## src/rtl/inst_loader_pkg.sv

```systemverilog
// Shared definitions for the boot-time instruction loader and the fetch-side BRAM.
package inst_loader_pkg;

  localparam int INST_ADDR_W    = 8;
  localparam int BYTES_PER_WORD = 4;

  typedef enum logic [2:0] {
    ST_IDLE = 3'd0,
    ST_LEN  = 3'd1,
    ST_DATA = 3'd2,
    ST_CSUM = 3'd3,
    ST_DONE = 3'd4
  } loader_state_t;

endpackage

```

## src/rtl/inst_word_packer.sv

```systemverilog
// Little-endian byte-to-word assembler with a running XOR checksum of every byte it packs.
module inst_word_packer
  import inst_loader_pkg::*;
(
  input  logic        clk,
  input  logic        rst,
  input  logic        clr_i,
  input  logic        strobe_i,
  input  logic [7:0]  byte_i,
  output logic [31:0] word_o,
  output logic        word_valid_o,
  output logic [7:0]  csum_o
);

  logic [1:0]  lane_q;
  logic [23:0] asm_q;
  logic [7:0]  acc_q;

  // Lanes 0..2 are held; lane 3 is taken straight from the input so the word completes on its handshake.
  always_ff @(posedge clk) begin
    if (rst || clr_i) begin
      lane_q <= 2'd0;
      asm_q  <= 24'd0;
      acc_q  <= 8'd0;
    end else if (strobe_i) begin
      lane_q <= lane_q + 2'd1;
      acc_q  <= acc_q ^ byte_i;
      case (lane_q)
        2'd0:    asm_q[7:0]   <= byte_i;
        2'd1:    asm_q[15:8]  <= byte_i;
        2'd2:    asm_q[23:16] <= byte_i;
        default: asm_q        <= asm_q;
      endcase
    end else begin
      lane_q <= lane_q;
      asm_q  <= asm_q;
      acc_q  <= acc_q;
    end
  end

  assign word_o       = {byte_i, asm_q};
  assign word_valid_o = strobe_i && (lane_q == 2'(BYTES_PER_WORD - 1));
  assign csum_o       = acc_q;

endmodule

```

## src/rtl/inst_loader.sv

```systemverilog
// Framed byte-stream loader (length, LE words, XOR checksum) driving the instruction BRAM write port.
module inst_loader
  import inst_loader_pkg::*;
#(
  parameter int ADDR_W = INST_ADDR_W
) (
  input  logic              clk,
  input  logic              rst,
  input  logic              start,
  input  logic              in_valid,
  input  logic [7:0]        in_data,
  output logic              in_ready,
  output logic              we,
  output logic [ADDR_W-1:0] waddr,
  output logic [31:0]       wdata,
  output logic              busy,
  output logic              done,
  output logic              err
);

  loader_state_t     state_q;
  logic [ADDR_W:0]   words_q;
  logic [ADDR_W:0]   idx_q;
  logic              in_ready_q;
  logic              we_q;
  logic [ADDR_W-1:0] waddr_q;
  logic [31:0]       wdata_q;
  logic              busy_q;
  logic              done_q;
  logic              err_q;

  logic              accept_s;
  logic              pack_clr_s;
  logic              pack_strobe_s;
  logic [31:0]       word_s;
  logic              word_valid_s;
  logic [7:0]        csum_s;
  logic [ADDR_W:0]   idx_next_s;

  assign accept_s      = in_valid && in_ready_q;
  assign pack_clr_s    = (state_q == ST_LEN) && accept_s;
  assign pack_strobe_s = (state_q == ST_DATA) && accept_s;
  assign idx_next_s    = idx_q + (ADDR_W+1)'(1);

  inst_word_packer u_packer (
    .clk          (clk),
    .rst          (rst),
    .clr_i        (pack_clr_s),
    .strobe_i     (pack_strobe_s),
    .byte_i       (in_data),
    .word_o       (word_s),
    .word_valid_o (word_valid_s),
    .csum_o       (csum_s)
  );

  // Session FSM with registered handshake, status and BRAM write port.
  always_ff @(posedge clk) begin
    if (rst) begin
      state_q    <= ST_IDLE;
      words_q    <= '0;
      idx_q      <= '0;
      in_ready_q <= 1'b0;
      we_q       <= 1'b0;
      waddr_q    <= '0;
      wdata_q    <= 32'd0;
      busy_q     <= 1'b0;
      done_q     <= 1'b0;
      err_q      <= 1'b0;
    end else begin
      we_q <= 1'b0;
      case (state_q)
        ST_IDLE: begin
          if (start) begin
            state_q    <= ST_LEN;
            in_ready_q <= 1'b1;
            busy_q     <= 1'b1;
          end
        end
        ST_LEN: begin
          if (accept_s) begin
            words_q <= (ADDR_W+1)'(in_data) + (ADDR_W+1)'(1);
            idx_q   <= '0;
            state_q <= ST_DATA;
          end
        end
        ST_DATA: begin
          // N <= 2**ADDR_W, so the extra index bit is only needed to recognise the final word.
          if (word_valid_s) begin
            we_q    <= 1'b1;
            waddr_q <= idx_q[ADDR_W-1:0];
            wdata_q <= word_s;
            idx_q   <= idx_next_s;
            if (idx_next_s == words_q) begin
              state_q <= ST_CSUM;
            end
          end
        end
        ST_CSUM: begin
          if (accept_s) begin
            state_q    <= ST_DONE;
            in_ready_q <= 1'b0;
            busy_q     <= 1'b0;
            done_q     <= 1'b1;
            err_q      <= (in_data != csum_s);
          end
        end
        ST_DONE: begin
          if (start) begin
            state_q    <= ST_LEN;
            in_ready_q <= 1'b1;
            busy_q     <= 1'b1;
            done_q     <= 1'b0;
            err_q      <= 1'b0;
          end
        end
        default: begin
          state_q    <= ST_IDLE;
          in_ready_q <= 1'b0;
          busy_q     <= 1'b0;
        end
      endcase
    end
  end

  assign in_ready = in_ready_q;
  assign we       = we_q;
  assign waddr    = waddr_q;
  assign wdata    = wdata_q;
  assign busy     = busy_q;
  assign done     = done_q;
  assign err      = err_q;

endmodule
```

## config.mk

```make
export PLATFORM = sky130hd
export DESIGN_NAME = inst_loader
export DESIGN_NICKNAME = d
export VERILOG_FILES = /design/src/rtl/inst_loader_pkg.sv /design/src/rtl/inst_word_packer.sv /design/src/rtl/inst_loader.sv
export SDC_FILE = /design/constraint.sdc
export NUM_CORES = 1
export LEC_CHECK = 0
export CAP_MARGIN = 0
export CORE_AREA = 5 5 108 110
export DETAILED_ROUTE_END_ITERATION = 6
export DIE_AREA = 0 0 113 115
export PLACE_DENSITY_LB_ADDON = 0.2
export SLEW_MARGIN = 20
export SYNTH_ARGS = -nofsm -noshare
export SYNTH_HDL_FRONTEND = slang
export SYNTH_SLANG_ARGS = --single-unit
```

## constraint.sdc

```tcl
create_clock -name clk -period 2.25 [get_ports clk]
set_input_delay 0.225 -clock clk [delete_from_list [all_inputs] [get_ports clk]]
set_output_delay 0.225 -clock clk [all_outputs]
set_load 0.01 [all_outputs]
```

* After elaboration in Yosys (flattened, before gate mapping)
Index checks and enable logic that the tools add are counted.
** Word-level totals
- Bits of input ports :: 12
- Logic and storage cells :: 74
- Register bits :: 99
** Operators by class
- Reduce and logical (&&, ||, !) cells :: 21
- Bitwise operators :: 3
- Muxes and demuxes :: 18
- Eq/ne operators :: 15
- Add/sub/neg operators :: 3
** Operators with widths (count)
- 9-bit 2-to-1 mux :: 2
- 9-bit one-hot mux with 2 select lines :: 1
- 3-bit 2-to-1 mux :: 5
- 3-bit one-hot mux with 4 select lines :: 1
- 2-bit AND reduction :: 5
- 8-bit by 1-bit adder with 9-bit output (second input constant) :: 1
- 9-bit by 1-bit adder with 9-bit output (second input constant) :: 1
- 9-bit == test :: 1
- 3-bit AND reduction :: 3
- 8-bit inequality test :: 1
- 8-bit bitwise XOR :: 1
- 3-bit by 2-bit == test with 1-bit output (second input constant) :: 2
- 1-bit 2-to-1 mux :: 6
- 2-bit by 1-bit inequality test with 1-bit output (second input constant) :: 3
- 2-bit inequality test (second input constant) :: 3
- 2-bit OR reduction :: 3
- 5-bit AND reduction :: 1
- 2-bit == test (second input constant) :: 2
- 1-bit logical AND :: 4
- 1-bit one-hot mux with 2 select lines :: 2
- 2-bit nonzero test :: 2
- 3-bit by 1-bit == test with 1-bit output (second input constant) :: 1
- 3-bit == test (second input constant) :: 1
- 3-bit logical NOT :: 1
- other kinds (6) :: 7

* Logic depth before layout (Yosys ltp)
Gate-level depths: netlist of the first run.
- Depth in word-level cells :: 5
- Gate-level depth with buffers :: 8
- Depth with buffers taken out :: 6

* By module
A second synthesis of the first run with hierarchy kept.
** Unflattened totals
- Cell total of the unflattened synthesis :: 519
- Area, all modules :: 4516.8 um^2
** By module, submodules not included
- inst_loader :: instances 1, area an instance 2904.0 um^2, cells an instance 352
- inst_word_packer :: instances 1, area an instance 1612.8 um^2, cells an instance 167

* Worst setup path before layout of the first run
Ideal clock, no wire load.
- Path type :: reg2reg
- Start :: register idx_q[0]
- End :: register state_q[0]
- Cell stages (with the launch flop) :: 7
- Clock period less this slack :: 1.640 ns
- Slack :: 0.610 ns
- Required time :: 2.177 ns
- Buffers on the path :: 0
- Data arrival time :: 1.567 ns
- Setup time :: 0.073 ns
- Cell sequence :: dfxtp_1 > ha_1 > xor2_1 > a211o_1 > a2111oi_2 > a31oi_1 > nor3_2
** On the way
- Cells in the longest elaborated chain, start to end :: 4
** RTL lines
- start: declaration :: RTL line inst_loader.sv:23 : logic [ADDR_W:0] idx_q;
- start signal: assignment :: RTL line inst_loader.sv:92 : idx_q <= idx_next_s;
- 9-bit by 1-bit adder with 9-bit output :: RTL line inst_loader.sv:43 : assign idx_next_s = idx_q + (ADDR_W+1)'(1);
- 9-bit == test :: RTL line inst_loader.sv:93 : if (idx_next_s == words_q) begin
- 2-bit by 1-bit inequality test with 1-bit output (no line)
- 5-bit AND reduction (no line)
- end signal: assignment :: RTL line inst_loader.sv:59 : state_q <= ST_IDLE;
- end signal: assignment :: RTL line inst_loader.sv:94 : state_q <= ST_CSUM;
- end signal: assignment :: RTL line inst_loader.sv:100 : state_q <= ST_DONE;
- end: declaration :: RTL line inst_loader.sv:21 : loader_state_t state_q;
Every way passes these cells.
A chain may end at the register's enable or synchronous reset.

* Worst setup path in the final report of the first run
- Start :: register state_q[1]
- End :: register u_packer.asm_q[2]
** On the way
- Cells in the longest elaborated chain, start to end :: 3
- Elaborated cells on any way between the ends :: 6
** RTL lines
- start signal: assignment :: RTL line inst_loader.sv:59
- start signal: assignment :: RTL line inst_loader.sv:74 : state_q <= ST_LEN;
- start signal: assignment :: RTL line inst_loader.sv:83 : state_q <= ST_DATA;
- 3-bit by 2-bit == test with 1-bit output or 3-bit by 1-bit == test with 1-bit output (tied branches) :: RTL line inst_loader.sv:42, inst_loader.sv:41
- 1-bit logical AND (on tied branches) :: RTL line inst_loader.sv:42, inst_loader.sv:41
- 2-bit AND reduction (no line) or 1-bit logical OR (tied branches)
- end signal: assignment :: RTL line inst_word_packer.sv:29 : 2'd0: asm_q[7:0] <= byte_i;
- end signal: assignment :: RTL line inst_word_packer.sv:32 : default: asm_q <= asm_q;
- end signal: assignment :: RTL line inst_word_packer.sv:36 : asm_q <= asm_q;
- end: declaration :: RTL line inst_word_packer.sv:16 : logic [23:0] asm_q;
Several ways; a longest one is shown, not always the timed one.

==> results of run 1 <==
-- cells in the mapped netlist (2+ instances only) --
library cell	instances
nand2_1	102
dfxtp_1	99
a21oi_1	62
nor2_1	62
mux2i_1	25
xor2_1	23
clkbuf_1	21
buf_2	11
buf_4	9
nor3_1	9
o21ai_0	9
xnor2_1	9
a211oi_1	7
and2_1	7
ha_1	6
nand3_1	6
nand3b_1	5
inv_1	3
nand4_1	3
nor2b_1	3
or3_1	3
nor3_2	2
nor4_1	2
-- worst paths after layout --
kind | depth (start not counted) | endpoint
hold reg to reg | 2 | waddr[2]
hold / removal | 3 | wdata[7]
setup reg to reg | 5 | u_packer.asm_q[2]
setup / recovery | 5 | u_packer.asm_q[2]
-- worst max-delay path, cell delays in order (launching register included) --
cell	delay (ns)
dfxtp_1	0.52
nor2b_1	0.22
nor3b_2	0.32
and2_1	0.47
mux2i_1	0.24
nor2_1	0.06
-- power groups by stage --
stage	logic [mW]	registers (mW)	clock network [mW]
after floorplan	0.117	1.81	0
after global placement	0.178	1.82	0
after detailed placement	0.180	1.82	0
after CTS	0.181	1.78	1.23
after global routing	0.196	1.78	1.31
final	0.179	1.78	1.19
-- per-stage QoR --
stage / cells / power [mW] / utilization, % / area [um^2]
after detailed placement: 683 / 2.00 / 46.7 / 4960
after global routing: 699 / 3.29 / 48.7 / 5160
after global placement: 683 / 2.00 / 46.7 / 4960
after floorplan: 506 / 1.93 / - / 4240
final: 699 / 3.15 / 48.7 / 5160
after CTS: 699 / 3.19 / 48.7 / 5160
-- area by class of cell --
class	count	area, um^2	area share [%]
Tap cell	140	175	3.39
Clock buffer	9	124	2.40
Clock inverter	7	82.6	1.60
Sequential cell	99	1980	38.4
Timing Repair Buffer	79	753	14.6
Inverter	3	11.3	0.218
Multi-Input combinational cell	362	2030	39.4
-- logic make-up after synthesis --
family	Yosys count	share of synthesized area, %
fa+ha+maj	6	1.77
compound gates	86	11.4
xor+xnor	33	6.99
mux	25	5.90
buf+inv	45	5.28
flops	99	46.7
simple gates	212	22.0
-- registers in the layout (all words and copies together) (netlist names) --
signal           cells
err                  1
words_q              9
state_q              3
u_packer.lane_q      2
u_packer.asm_q      24
wdata               32
done                 1
busy                 1
waddr                8
we                   1
idx_q                9
u_packer.csum_o      8
-- placed cells by master (no fill, tap or decap), types with 6 or more instances in the layout --
cell type,netlist,final
nand2_1,102,102
xor2_1,23,23
a211oi_1,7,7
clkdlybuf4s50_1,0,55
buf_4,9,21
nor2_1,62,62
mux2i_1,25,25
a21oi_1,62,62
nor3_1,9,9
xnor2_1,9,9
and2_1,7,7
ha_1,6,6
clkbuf_8,0,9
nand3_1,6,6
o21ai_0,9,9
dfxtp_1,99,99
-- per-layer routing --
layer,vias up,global-route usage (%)
li1,1770,-
met1,1634,20.7
met2,58,26.5
met3,16,2.63
met4,0,6.09
met5,-,0
==> metrics, run 1 <==
status=finished, final reports clean; largest cells by area after synthesis=dfxtp_1 47%, nand2_1 9.0%, a21oi_1 7.3%; GPL Wtd Cong=0.774; Hold Slack=0.336 ns; met3 wire length=318 um; Comb pwr share=5.7%; TritonCTS buffer count=9; worst hold path type=input port to flop; Root Buffer=clkbuf_8; mapped cell area=0.00424 mm^2; Die ar.=0.0130 mm^2; Slew HR=65.3%; PwrDens=610 mW/mm^2; worst endpoint required time=2.51 ns; maxcap violations=0; # port buffers=56; crit path DAT=2.19 ns; hold buffer count at CTS=0; CTS tree=built; HPWL Detailed=7040 um; share of layout cells above drive strength 1=8.23%; Final period util=85.5%; crit-path max FO=9; Worst Skew=0.0144 ns; Flop pwr share=56.6%; Starting Density=40.0%; Psw=781 uW; max layer used=met4; kind of critical path=flop to flop; layout net count=572; # clock sinks=99; Max Freq=0.520 GHz; Std-Cell Rows=38; Synth cell types=41; flops & latches, synth=99; fin crit period=1.92 ns; WL met1=4720 um; worst r2r src=state_q[1]; clk_lat worst skew=0.37 ns; final hold viol count=0; Iter 0 DRT Violations=160; die height=115 um; yosys warns=0; internal power=2.37 mW; asr flop ratio synth=0%; clock buffer depth=2; min-delay src=rst; 1st-pass router iterations=4; type of origin of the critical path=flop; GRT overflow=0; unrepaired setup endpoints after global routing=false; Seq/Total Area, Yosys=46.7%; syn nets=524; Final WS setup=0.326 ns; met2 WL post-DR=4770 um; max-slew violation count=0; CTS clk-pin slew, worst paths=0.10 ns; fill count=1,042; DR WL/cell=14.3 um; CP startpoint=state_q[1]; dominant cell type by area after synthesis=dfxtp_1; total track usage=15.9%; VDD IR max=0.315 mV; Post-synth top flop=dfxtp_1; Die X=113 um; vias in the first global route=3,389; DR vias/cell=4.98; share of the synthesized area in the top cell type=46.7%; Setup WS pre-CTS=0.153 ns; routed via count=3,478; # DRC=0; ant diodes=0; Syn Area/Cell=8.38 um^2; setup bufs post-CTS=0; Clock power frac=37.8%; critical path endpoint category=flop; total negative slack=0 ns; layout overhead on the synthesized area=21.7%; Sw Share=24.8%; boundary pin count=57; core area=0.0106 mm^2; largest net degree at the start of global routing=43; Pleak=1.76 nW; final setup vio count=0; H-tree levels=3; post-cts resize count=0; Post-synth EDFFs=0; flop2flop setup slack=0.33 ns; slew of the pin with the lowest slew margin=0.519 ns; initial antenna violation count=0; Syn Inst Count=506; first-pass GRT wire length=16,800 um; Antenna Nets Post-Route=0; Post-Route WL=10,000 um
Note: power is estimated with default switching activity, not from simulation.
==> run 2, diff against run 1 <==
- SETUP_SLACK_MARGIN: not set -> 0.05
==> results of run 2 <==
Final layout, timing and power as in run 1 (identical DEF).
